<file path="config.mk">
export PLATFORM = sky130hd
export DESIGN_NAME = proc_in_buf_flat
export DESIGN_NICKNAME = d
export VERILOG_FILES = /design/src/rtl/proc_in_pkg.sv /design/src/rtl/proc_in_buf_if.sv /design/src/rtl/proc_in_fifo.sv /design/src/rtl/proc_in_buf.sv /design/src/flat_wrapper.sv
export SDC_FILE = /design/constraint.sdc
export NUM_CORES = 1
export LEC_CHECK = 0
export BUFFER_PORTS_ARGS = -buffer_cell sky130_fd_sc_hd__buf_4
export CORE_AREA = 2 2 282 228
export DETAILED_ROUTE_END_ITERATION = 8
export DIE_AREA = 0 0 284 230
export GPL_ROUTABILITY_DRIVEN = 0
export GPL_TIMING_DRIVEN = 0
export PLACE_DENSITY = 0.51
export SLEW_MARGIN = 20
export SYNTH_ARGS = -nofsm -noshare
export SYNTH_HDL_FRONTEND = slang
export SYNTH_SLANG_ARGS = --single-unit
</file>
<file path="constraint.sdc">
create_clock -name clk -period 11.39 [get_ports clk]
set_input_delay 2.8475 -clock clk [delete_from_list [all_inputs] [get_ports clk]]
set_output_delay 2.8475 -clock clk [all_outputs]
set_load 0.005 [all_outputs]
</file>
<file path="src/rtl/proc_in_pkg.sv">
// Shared constants and helpers for the processor input buffer.
package proc_in_pkg;
  localparam int NUBITS_DEF = 31;
  localparam int NUIOIN_DEF = 2;
  localparam int DEPTH_DEF  = 8;

  // Bits needed to index d values; never less than 1.
  function automatic int ptr_w(input int d);
    return (d <= 2) ? 1 : $clog2(d);
  endfunction
endpackage

</file>
<file path="src/rtl/proc_in_buf_if.sv">
// Producer-side valid/ready stream, one lane per processor input port.
interface proc_in_buf_if #(
  parameter int NUBITS = 31,
  parameter int NUIOIN = 2
);
  logic [NUIOIN*NUBITS-1:0] s_data;
  logic [NUIOIN-1:0]        s_valid;
  logic [NUIOIN-1:0]        s_ready;

  modport master (output s_data, output s_valid, input  s_ready);
  modport slave  (input  s_data, input  s_valid, output s_ready);
endinterface

</file>
<file path="src/rtl/proc_in_fifo.sv">
// Single-channel circular FIFO; push/pop are ignored when full/empty.
module proc_in_fifo
  import proc_in_pkg::*;
#(
  parameter int W     = NUBITS_DEF,
  parameter int DEPTH = DEPTH_DEF
) (
  input  logic                          clk,
  input  logic                          rst,
  input  logic                          push,
  input  logic                          pop,
  input  logic [W-1:0]                  din,
  output logic [W-1:0]                  head,
  output logic [ptr_w(DEPTH+1)-1:0]     count,
  output logic                          empty
);
  localparam int PW = ptr_w(DEPTH);
  localparam int CW = ptr_w(DEPTH+1);

  logic [W-1:0]  mem [DEPTH];
  logic [PW-1:0] wr_ptr, rd_ptr;
  logic          full, do_push, do_pop;

  assign empty   = (count == '0);
  assign full    = (count == CW'(DEPTH));
  assign do_push = push & ~full;
  assign do_pop  = pop & ~empty;
  assign head    = mem[rd_ptr];

  // DEPTH is a power of 2, so natural pointer overflow is the wrap.
  always_ff @(posedge clk) begin
    if (rst) begin
      wr_ptr <= '0;
      rd_ptr <= '0;
      count  <= '0;
    end else begin
      if (do_push) wr_ptr <= wr_ptr + 1'b1;
      if (do_pop)  rd_ptr <= rd_ptr + 1'b1;
      count <= count + CW'(do_push) - CW'(do_pop);
    end
  end

  // Storage is not reset: nothing is readable while count is zero.
  always_ff @(posedge clk) begin
    if (do_push && !rst) mem[wr_ptr] <= din;
  end
endmodule

</file>
<file path="src/rtl/proc_in_buf.sv">
// Per-port input FIFOs feeding the processor data input via a one-hot read strobe.
module proc_in_buf
  import proc_in_pkg::*;
#(
  parameter int NUBITS = NUBITS_DEF,
  parameter int NUIOIN = NUIOIN_DEF,
  parameter int DEPTH  = DEPTH_DEF
) (
  input  logic                     clk,
  input  logic                     rst,
  proc_in_buf_if.slave             s,
  input  logic [NUIOIN-1:0]        req_in,
  output logic signed [NUBITS-1:0] io_in,
  output logic [NUIOIN-1:0]        empty,
  output logic [NUIOIN-1:0]        underflow,
  output logic                     req_err
);
  localparam int CW = ptr_w(DEPTH+1);

  logic [NUIOIN-1:0][NUBITS-1:0] heads;
  logic [NUIOIN-1:0][CW-1:0]     cnt;
  logic [NUIOIN-1:0]             fifo_empty, rdy, push, pop;
  logic                          multi, onehot;

  assign multi  = |(req_in & (req_in - NUIOIN'(1)));
  assign onehot = (|req_in) & ~multi;
  assign pop    = onehot ? req_in : '0;
  assign push   = s.s_valid & rdy;
  assign s.s_ready = rdy;
  assign empty  = rst ? '1 : fifo_empty;

  genvar k;
  for (k = 0; k < NUIOIN; k++) begin : g_ch
    // Ready comes from registered count only, never from req_in.
    assign rdy[k] = rst | (cnt[k] != CW'(DEPTH));

    proc_in_fifo #(.W(NUBITS), .DEPTH(DEPTH)) u_fifo (
      .clk   (clk),
      .rst   (rst),
      .push  (push[k]),
      .pop   (pop[k]),
      .din   (s.s_data[k*NUBITS +: NUBITS]),
      .head  (heads[k]),
      .count (cnt[k]),
      .empty (fifo_empty[k])
    );
  end

  always_comb begin
    io_in = '0;
    for (int i = 0; i < NUIOIN; i++)
      if (pop[i] && !fifo_empty[i] && !rst) io_in = $signed(heads[i]);
  end

  always_ff @(posedge clk) begin
    if (rst) begin
      underflow <= '0;
      req_err   <= 1'b0;
    end else begin
      underflow <= underflow | (pop & fifo_empty);
      req_err   <= req_err | multi;
    end
  end
endmodule

</file>
<file path="src/flat_wrapper.sv">
// flat-port wrapper written by rule: the top's interface ports become plain ports
module proc_in_buf_flat import proc_in_pkg::*;
#(
  parameter int NUBITS = NUBITS_DEF,
  parameter int NUIOIN = NUIOIN_DEF,
  parameter int DEPTH  = DEPTH_DEF
)
  (clk, rst, req_in, io_in, empty, underflow, req_err, s_s_data, s_s_valid, s_s_ready);
  proc_in_buf_if #(.NUBITS(NUBITS), .NUIOIN(NUIOIN)) s_i ();
  input  logic clk;
  input  logic rst;
  input  logic [NUIOIN-1:0] req_in;
  output logic signed [NUBITS-1:0] io_in;
  output logic [NUIOIN-1:0] empty;
  output logic [NUIOIN-1:0] underflow;
  output logic req_err;
  input wire logic [$bits(s_i.s_data)-1:0] s_s_data;
  input wire logic [$bits(s_i.s_valid)-1:0] s_s_valid;
  output wire logic [$bits(s_i.s_ready)-1:0] s_s_ready;
  assign s_i.s_data = s_s_data;
  assign s_i.s_valid = s_s_valid;
  assign s_s_ready = s_i.s_ready;
  proc_in_buf #(.NUBITS(NUBITS), .NUIOIN(NUIOIN), .DEPTH(DEPTH)) u_core (.clk(clk), .rst(rst), .s(s_i), .req_in(req_in), .io_in(io_in), .empty(empty), .underflow(underflow), .req_err(req_err));
endmodule
</file>
==> summary.md <==
| Metric | Value |
|---|---|
| Nature of the critical path endpoint | `output pin` |
| Post-synthesis register bit count | `~530` |
| TNS Setup | `0 ns` |
| Area of the multi-input gates | `approximately 4700 um^2` |
| Global Route met1 Usage | `roughly a fifth` |
| Hold path start | `u_core.underflow[0]` |
| Min cycle time layout | `7.595 ns` |
| Outcome | `completed` |
| Pwr dens | `~180 nW/um^2` |
| Fmax | `131.7 MHz` |
| Most frequent CP cell | `buf_4` |
| DR vias/cell | `about 4.8` |
| CP Data Arrival Time | `between 4 and 5 ns` |
| Final hold vios | `0` |
| Met2 Use GR | `24.03%` |
| Finished Layout Cells | `2,138` |
| Max-Cap Viols | `0` |
| RSZ-0062 raised after global routing | `false` |
| Skew final | `about 0.014 ns` |
| GRT Total Usage | `between 10% and 20%` |
| Final cycle utilization of the critical path | `between 60% and 70%` |
| Cells after Synth | `1,055` |
| Drt drc | `0` |
| Layer with the highest usage | `met2` |
| Final Routed Wirelength | `around 50 mm` |
| Area grow syn2layout | `19.82%` |
| CP startpoint kind | `input port` |
| # Post-CTS Setup Buffers | `0` |
| Mean Syn Cell Area | `19.34 um^2` |
| Critical Path Source | `req_in[1]` |
| Worst path cell trace | `buf_4 -> nor2b_1 -> nor4b_4 -> buf_2 -> a22oi_1 -> o21ai_1 -> buf_4` |
| H-tree level count | `2` |
| Synth area leaders | `edfxtp_1, mux2i_1, mux4_1` |
| Post-synth top area share | `between 70% and 80%` |
| Worst path max stage delay | `between 0.4 and 0.5 ns` |
| Die area | `approximately 65,000 um^2` |
| GR Util met3 | `under 10%` |
| Vias in the first global route | `roughly 11,000` |
| Placed insts | `2,038` |
| Count of different cell masters after synthesis | `40` |
| CTS clock-pin slew for the worst setup and hold paths | `approximately 0.06 ns` |
| Final Max Slew Viols | `0` |
| Initial antenna violation count | `4` |
| Crit Path Max Fanout | `10` |
| Grt ovf | `0` |
| Pwr Total | `~4.3 mW` |
| Slew @ Worst Pin | `0.8692 ns` |
| Fin Hold WS | `about 0.47 ns` |
| Final core occ | `between 30 and 40%` |
| First-pass DRT Iterations | `5` |
| Largest net degree at the start of global routing | `21` |
| Req. time, crit path | `around 8.5 ns` |
| First-pass GRT wire length | `approximately 71 mm` |
| Longest Clk Path Bufs | `3` |
| Leak | `a little under 8 nW` |
| Initial Util | `about a third` |
| Port buffer count | `between 100 and 150` |
| Max VDD drop | `~98 uV` |
| Syn nets | `around 1,100` |
| CP bufs+invs | `3` |
| Dominant cell type by area after synthesis | `edfxtp_1` |
| Routed Antenna Nets | `0` |
| Post-cts sizing count | `0` |
| Final setup viols | `0` |
| FF-to-FF Start | `u_core.g_ch[0].u_fifo.count[2]` |
| DIE WIDTH | `284 um` |
| CTS buffer count | `53` |
| Io pins | `between 100 and 150` |
| Hold-fix buffers, CTS | `0` |
| Initial DRC count | `between 700 and 800` |
| Slew margin rel. | `42.05%` |
| CP max-delay cell | `nor4b_4` |
| Layout cells sized above 1 | `between 20 and 25%` |
| Hold WC Path Type | `reg -> reg` |
| Crit path kind | `in -> out` |
| Core box area | `62,380 um^2` |
| CTS root buffer | `clkbuf_16` |
| Filler instances | `approximately 5,800` |
| YS warnings | `0` |
| Vias | `between 10,000 and 15,000` |
| Sequential share of the synthesized area | `75.84%` |
| Drt wl/cell | `between 20 and 25 um` |
| CTS tree | `built` |
| Crit path max-delay family | `simple AND/OR/NAND/NOR gates` |
| Clk Latency, worst-skew pair | `approximately 0.57 ns` |
| Reg area | `15,470 um^2` |
| Die H | `230 um` |
| Sink Count | `~530` |
| Area of the mapped netlist | `around 20,000 um^2` |
| Nets | `between 1,000 and 1,500` |
| Placement Rows | `82` |
| Hpwl dp | `32.79 mm` |
## cells in the final DEF (no fill, tap or decap), types with 3 or more instances in the layout
cell type and count:
ha_1 16, inv_1 14, buf_12 4, buf_6 15
nor2b_1 5, buf_2 15, o21ai_1 31, xor2_1 6
nor2_4 10, buf_1 3, xnor2_1 6, clkbuf_1 35
mux2i_1 126, buf_16 6, mux4_1 31, clkinv_1 19
nor3_2 6, or2_2 3, a21oi_1 6, buf_4 132
nand3_1 6, mux4_2 31, clkinv_2 8, edfxtp_1 496
dfxtp_1 29, clkbuf_16 55, nor2_1 25, nand2_1 37
a22oi_1 93
## worst min-delay path, stage by stage, from the launching register on
cell and delay [ns]:
dfxtp_1 0.33, a21oi_1 0.04, nor2_1 0.07
## worst paths after layout
kind / end / cells past startpoint / slack (ns)
max: io_in[11] / 7 / 3.79
min: u_core.underflow[0] / 2 / 0.47
max reg2reg: u_core.g_ch[0].u_fifo.mem[0][23] / 9 / 8.62
min reg2reg: u_core.underflow[0] / 2 / 0.47
## synthesized netlist by cell type (all sizes together)
master and number:
edfxtp 496, mux2i 126, a22oi 93, mux4 62, nand2 38, nor2 35, buf 32, o21ai 31
dfxtp 29, clkbuf 23, ha 16, inv 14, nor3 7, a21oi 6, nand3 6, xnor2 6
xor2 6, nor2b 5, nor3b 3, or2 3, a21o 2, fa 2, nand2b 2, or3 2
or3b 2, a31oi 1, and2 1, and3b 1, and4bb 1, nand3b 1, nand4b 1, nor4b 1
nor4bb 1
## power by group
group,internal (mW),switching [mW]
clock network,0.922,0.701
registers,2.19,0.0288
logic,0.193,0.294
## cell families (layout without fill, tap and decap cells)
group	after synthesis	count (layout)	share of synthesized area, %
adder cells (fa/ha/maj)	18	18	1.177
XOR/XNOR	12	12	0.5150
other	0	2	0
multiplexers	188	188	13.59
AO/OA/AOI/OAI	133	133	4.433
buffers and inverters	69	310	1.747
flip-flops	525	525	75.84
AND/OR/NAND/NOR	110	110	2.698
## stage by stage
stage               cell area (um^2)  worst slack (ns)
finish                         24450             3.795
global route                   24450             3.755
CTS                            24440             3.824
detailed placement             22840             3.832
global placement               22240             2.803
floorplan                      20410             4.872
## final cells by class
class                   instances  share of cell area [%]
diodes                          2                 0.02047
plain buffers                  55                   1.244
clock buffers                  67                   5.813
clock inverters                31                  0.7676
inverters                      14                  0.2149
multi-input cells             461                   19.14
flip-flops and latches        525                   63.29
well taps                     840                   4.299
repair buffers                143                   5.210
## flip-flops by register name (all words and copies together) (netlist names), named ones only
| name | flops |
|---|---|
| u_core.g_ch.u_fifo.count | 8 |
| u_core.g_ch.u_fifo.mem | 496 |
| u_core.g_ch.u_fifo.rd_ptr | 6 |
| u_core.g_ch.u_fifo.wr_ptr | 6 |
| u_core.req_err | 1 |
| u_core.underflow | 2 |
## layer usage
layer / routed length (um) / up-vias
met1: 22280 / 5260
met5: 22 / -
met3: 2062 / 68
li1: - / 4680
met4: 940 / 4
met2: 23250 / 211
Note: power is estimated with default switching activity, not from simulation.
